$ cat config.mk
export PLATFORM = sky130hd
export DESIGN_NAME = div_unit
export DESIGN_NICKNAME = d
export VERILOG_FILES = /design/src/rtl/div_unit.sv
export SDC_FILE = /design/constraint.sdc
export NUM_CORES = 1
export LEC_CHECK = 0
export ABC_CLOCK_PERIOD_IN_PS = 3800
export CORE_ASPECT_RATIO = 1.1
export CORE_MARGIN = 2
export CORE_UTILIZATION = 59
export DETAILED_ROUTE_END_ITERATION = 10
export PLACE_DENSITY = 0.81
export SLEW_MARGIN = 15
export SYNTH_ARGS = -nofsm -noshare
export SYNTH_HDL_FRONTEND = slang
export SYNTH_SLANG_ARGS = --single-unit
$ cat constraint.sdc
create_clock -name clk -period 3.8 [get_ports clk]
set_input_delay 0.76 -clock clk [delete_from_list [all_inputs] [get_ports clk]]
set_output_delay 0.76 -clock clk [all_outputs]
set_load 0.01 [all_outputs]
$ cat src/rtl/div_unit.sv
// div_unit: multi-cycle radix-2 restoring divider for RV32M DIV/DIVU/REM/REMU.
// Optional DIV_FAST_ZERO_EN: a zero divisor skips the iterations and goes straight from START to END.
module div_unit #(
    parameter int XLEN = 32,
    parameter int RAW  = 5
) (
    input  logic            clk,
    input  logic            rst,
    input  logic [XLEN-1:0] dividend_i,
    input  logic [XLEN-1:0] divisor_i,
    input  logic [2:0]      op_i,
    input  logic [RAW-1:0]  reg_waddr_i,
    input  logic            start_i,
    output logic [XLEN-1:0] result_o,
    output logic            ready_o,
    output logic            busy_o,
    output logic [RAW-1:0]  reg_waddr_o
);
    localparam int CW = $clog2(XLEN);
    typedef enum logic [1:0] {S_IDLE, S_START, S_CALC, S_END} state_t;
    state_t state, state_nx;
    logic [XLEN-1:0] a_r, b_r, dvd, dvs, quo, rem, rem_sh;
    logic [1:0]      op_r;
    logic [RAW-1:0]  waddr_r;
    logic [CW-1:0]   cnt;
    logic            q_neg, r_neg, sgn, zero, is_rem, fit;
    assign sgn    = ~op_r[0];
    assign is_rem = op_r[1];
    assign zero   = b_r == '0;
    assign rem_sh = {rem[XLEN-2:0], dvd[XLEN-1]};
    assign fit    = rem_sh >= dvs;
    always_ff @(posedge clk or negedge rst)
        if (!rst) state <= S_IDLE;
        else      state <= state_nx;
    always_comb begin
        state_nx = state;
        case (state)
            S_IDLE:  state_nx = start_i ? S_START : S_IDLE;
`ifdef DIV_FAST_ZERO_EN
            S_START: state_nx = !start_i ? S_IDLE : zero ? S_END : S_CALC;
`else
            S_START: state_nx = !start_i ? S_IDLE : S_CALC;
`endif
            S_CALC:  state_nx = !start_i ? S_IDLE : cnt == CW'(XLEN-1) ? S_END : S_CALC;
            default: state_nx = S_IDLE;
        endcase
    end
    always_comb begin
        ready_o     = state == S_END;
        busy_o      = state != S_IDLE;
        reg_waddr_o = state == S_END ? waddr_r : '0;
        result_o    = state != S_END ? '0 :
                      zero ? (is_rem ? a_r : '1) :
                      is_rem ? (r_neg ? -rem : rem) : (q_neg ? -quo : quo);
    end
    // Signed ops divide magnitudes; signs are reapplied when the result is presented.
    always_ff @(posedge clk or negedge rst)
        if (!rst) begin
            a_r <= '0; b_r <= '0; op_r <= '0; waddr_r <= '0;
            dvd <= '0; dvs <= '0; quo <= '0; rem <= '0; cnt <= '0;
            q_neg <= 1'b0; r_neg <= 1'b0;
        end else case (state)
            S_IDLE: if (start_i) begin
                a_r     <= dividend_i;
                b_r     <= divisor_i;
                op_r    <= op_i[2] ? op_i[1:0] : 2'b01;
                waddr_r <= reg_waddr_i;
            end
            S_START: begin
                dvd   <= sgn && a_r[XLEN-1] ? -a_r : a_r;
                dvs   <= sgn && b_r[XLEN-1] ? -b_r : b_r;
                q_neg <= sgn & (a_r[XLEN-1] ^ b_r[XLEN-1]);
                r_neg <= sgn & a_r[XLEN-1];
                rem   <= '0;
                quo   <= '0;
                cnt   <= '0;
            end
            S_CALC: begin
                rem <= fit ? rem_sh - dvs : rem_sh;
                quo <= {quo[XLEN-2:0], fit};
                dvd <= dvd << 1;
                cnt <= cnt + CW'(1);
            end
            default: ;
        endcase
endmodule

==> impl_metrics.py <==
metrics = {
    "cts": {
        "clk_pin_slew_worst_paths_ps": 70,
        "clock_insertion_delay_worst_skew_ps": 530,
        "cts_made_buffers": 24,
        "cts_htree_levels": 1,
        "cts_buffer_depth": 3,
        "cts_root_buffer": "sky130_fd_sc_hd__clkbuf_16",
        "cts_sinks": 208,
        "tritoncts": "yes",
        "holdBufCountCts": 0,
    },
    "die": {
        "fp.dieH_microns": 164,
        "io-pin-count": 114,
        "initial_utilization_pct": 59.9,
        "dieWidth_microns": 149,
        "core-area_sq_um": 22900,
        "num_rows": 58,
        "die-area_sq_um": 24400,
    },
    "synthesis": {
        "yosys_warnings": 0,
        "synth_cell_type_count": 77,
        "ys_top_cells_by_area": "sky130_fd_sc_hd__dfrtp_1 38%, sky130_fd_sc_hd__mux2_2 8.3%, sky130_fd_sc_hd__xnor2_1 6.1%, sky130_fd_sc_hd__o21ai_0 4.5%, sky130_fd_sc_hd__a21oi_1 4.4%",
        "synth.cells.most_frequent": "208 x sky130_fd_sc_hd__dfrtp_1, 124 x sky130_fd_sc_hd__nand2_1, 122 x sky130_fd_sc_hd__o21ai_0",
        "synthMostInstantiatedCell": "sky130_fd_sc_hd__dfrtp_1",
        "largest_area_contributor_in_the_synthesized_netlist": "sky130_fd_sc_hd__dfrtp_1",
        "asyncSetResetFlopFracSynth_pct": 100,
        "syn-cell-area_sq_um": 13700,
        "postSynthRegisterBits": 208,
        "total_nets_after_synthesis": 1656,
        "syn_avg_cell_area_sq_um": 8.90,
        "ys_seq_area_share_pct": 38.0,
        "synth_flop_cell": "sky130_fd_sc_hd__dfrtp_1",
        "post-synth-top-area-fraction_pct": 38.0,
        "synth_edf_count": 0,
        "synth_cells": 1538,
    },
    "global_route": {
        "pin_count_of_the_biggest_net_entering_global_routing": 119,
        "grt_pass1_vias": 12100,
        "antenna_found_initial": 1,
        "global_route.usage.total_pct": 31.1,
        "grt_first_pass_wirelength_microns": 61000,
        "overflow": 0,
    },
    "final_layout": {
        "final_layout_size_suffix_gt1_share_pct": 25.8,
        "area.growth.synth_to_final_pct": 28.0,
        "num-fill-cells": 1477,
        "ff_latch_area_sq_um": 5200,
        "fin_util_pct": 76.7,
        "multi_input_comb_area_sq_um": 8320,
        "num-nets-final": 1872,
        "finish.instance_area_sq_um": 17500,
    },
    "route": {
        "detailedRoute.firstIterationViolations": 1600,
        "via_count": 13400,
        "first_pass_iters": 7,
        "route.antenna.remaining_nets": 0,
        "drt-total-wl_microns": 45400,
        "routedWlPerCell_microns": 21.9,
        "drt_via_density": 6.49,
        "drcViolationCount": 0,
    },
    "sta": {
        "minimum_period_implied_by_the_final_worst_setup_slack_ps": 4350,
        "final_max_slew_viols": 0,
        "tightest_slew_ps": 1030,
        "max_clock_freq_mhz": 230,
        "count_of_endpoints_failing_hold_in_the_final_timing_report": 0,
        "final.setup.worst_slack_ps": -548,
        "final-setup-viol-count": 32,
        "max-slew-margin-rel_pct": 31.4,
        "setup-tns-final_ps": -11500,
        "skew_ps": 14.3,
        "rsz0062_at_grt": "true",
        "part_of_the_cycle_the_worst_path_needs_pct": 114,
    },
    "pwr": {
        "power-per-cell-area_nw_per_um2": 525,
        "vdd_ir_drop_max_mv": 0.438,
        "total_leakage_power_nw": 7.68,
    },
    "critical_path": {
        "worst_ep_required_time_ps": 3040,
        "worst-endpoint-arrival_ps": 3590,
        "ws_path_type": "reg2out",
        "setup.worst_path.end_class": "output pin",
        "cp_launch_type": "flip-flop",
        "cp_max_fo": 7,
    },
    "placement": {
        "detailed_place_hpwl_microns": 27500,
        "post_dp_cell_area_sq_um": 15900,
        "dp_worst_setup_slack_ps": -526,
        "globalplace.congestion": 0.936,
        "io_buffers": 113,
    },
    "run": {
        "drv_cap": 0,
    },
    "min_path": {
        "worstHoldPathType": "in2async",
    },
    "status": {
        "status": "finished with violations",
        "failed_checks": "setup timing",
    },
}
-- stage by stage --
stage,hold WS (ps),total power [W],cells
5_1_grt,463,0.00970,2070
4_1_cts,428,0.00887,2048
3_5_place_dp,486,0.00660,1992
2_1_floorplan,449,0.00558,1538
3_3_place_gp,465,0.00645,1992
6_report,354,0.00921,2071
-- worst max-delay path, stage by stage (launching register included) --
cell and delay [ps]:
sky130_fd_sc_hd__dfrtp_1 400, sky130_fd_sc_hd__or4_4 570, sky130_fd_sc_hd__nor3_4 150, sky130_fd_sc_hd__nand2_2 90, sky130_fd_sc_hd__nor3_4 170, sky130_fd_sc_hd__nand3_2 120, sky130_fd_sc_hd__or3_1 380, sky130_fd_sc_hd__buf_6 180
sky130_fd_sc_hd__buf_6 150, sky130_fd_sc_hd__o211ai_1 140, sky130_fd_sc_hd__o21ai_1 170, sky130_fd_sc_hd__a221oi_2 360, sky130_fd_sc_hd__buf_2 200
-- state kept, by name, summed over array words and instances, names as in the netlist, 2 cells and up --
| register | cells |
|---|---|
| rem | 32 |
| a_r | 32 |
| b_r | 32 |
| cnt | 5 |
| op_r | 2 |
| waddr_r | 5 |
| dvd | 32 |
| state | 2 |
| quo | 32 |
| dvs | 32 |
-- cell type report --
| cell class | instances | area share, % |
|---|---|---|
| Multi-Input combinational cell | 1135 | 47.5 |
| Sequential cell | 208 | 29.7 |
| Timing Repair Buffer | 281 | 14.3 |
| Inverter | 104 | 2.23 |
| Antenna cell | 1 | 0.0143 |
| Tap cell | 300 | 2.14 |
| Clock inverter | 10 | 0.328 |
| Clock buffer | 32 | 3.83 |
-- final timing paths --
| kind | start | to | slack [ps] | cells after the start |
|---|---|---|---|---|
| worst max-delay path | b_r[8] | result_o[1] | -550 | 12 |
| worst min-delay path | rst | quo[13] | 350 | 1 |
| worst max register to register | a_r[1] | dvd[24] | 350 | 11 |
| worst min register to register | waddr_r[2] | waddr_r[2] | 500 | 1 |
| max in group asynchronous | rst | b_r[7] | 2470 | 2 |
| min in group clk | waddr_r[2] | waddr_r[2] | 500 | 1 |
-- routing by layer --
layer  share of wire [%]  wire length (microns)  global-route usage, %  vias up
met5                   0                      0                      0        -
met4                 7.6                   3450                   13.9        0
met3                  10                   4690                   5.22      309
met2                  45                  20600                   52.9      886
met1                  37                  16700                   39.1     6334
li1                    -                      -                      -     5907
-- placed cells by master (no fill, tap or decap), drive strengths merged, types with 17 or more instances in the layout --
master,netlist,final
nor2,115,115
dfrtp,208,208
nand4,17,17
o22ai,23,23
nand2,124,124
clkbuf,71,35
xor2,48,48
o41ai,19,19
ha,42,42
mux2,101,101
a21oi,120,120
nand3,51,51
nor3,18,18
inv,103,103
a221oi,27,27
o21ai,134,134
o31ai,27,27
buf,18,198
clkdlybuf4s50,1,80
xnor2,95,95
-- report_power, final --
group	switching, W	internal (W)	total, W
Clock	0.000961	0.00124	0.00220
Sequential	0.000671	0.00280	0.00347
Combinational	0.00195	0.00159	0.00355
-- kinds of logic (layout without fill, tap and decap cells) --
group,count (synthesis),after routing,share of synthesized area (%)
AND/OR/NAND/NOR,421,421,15.0
AO/OA/AOI/OAI,415,415,18.8
flip-flops,208,208,38.0
buffers and inverters,195,427,5.95
XOR/XNOR,143,143,9.15
multiplexers,113,113,9.18
adder cells (fa/ha/maj),43,43,3.98
other,0,1,0
-- repair_timing --
action	in CTS	in global routing
cloned	3	2
pin swaps	30	28
gates resized for setup	197	100
setup endpoints to repair	32	32
setup buffers	11	22
Power figures use the tool's default switching activity.
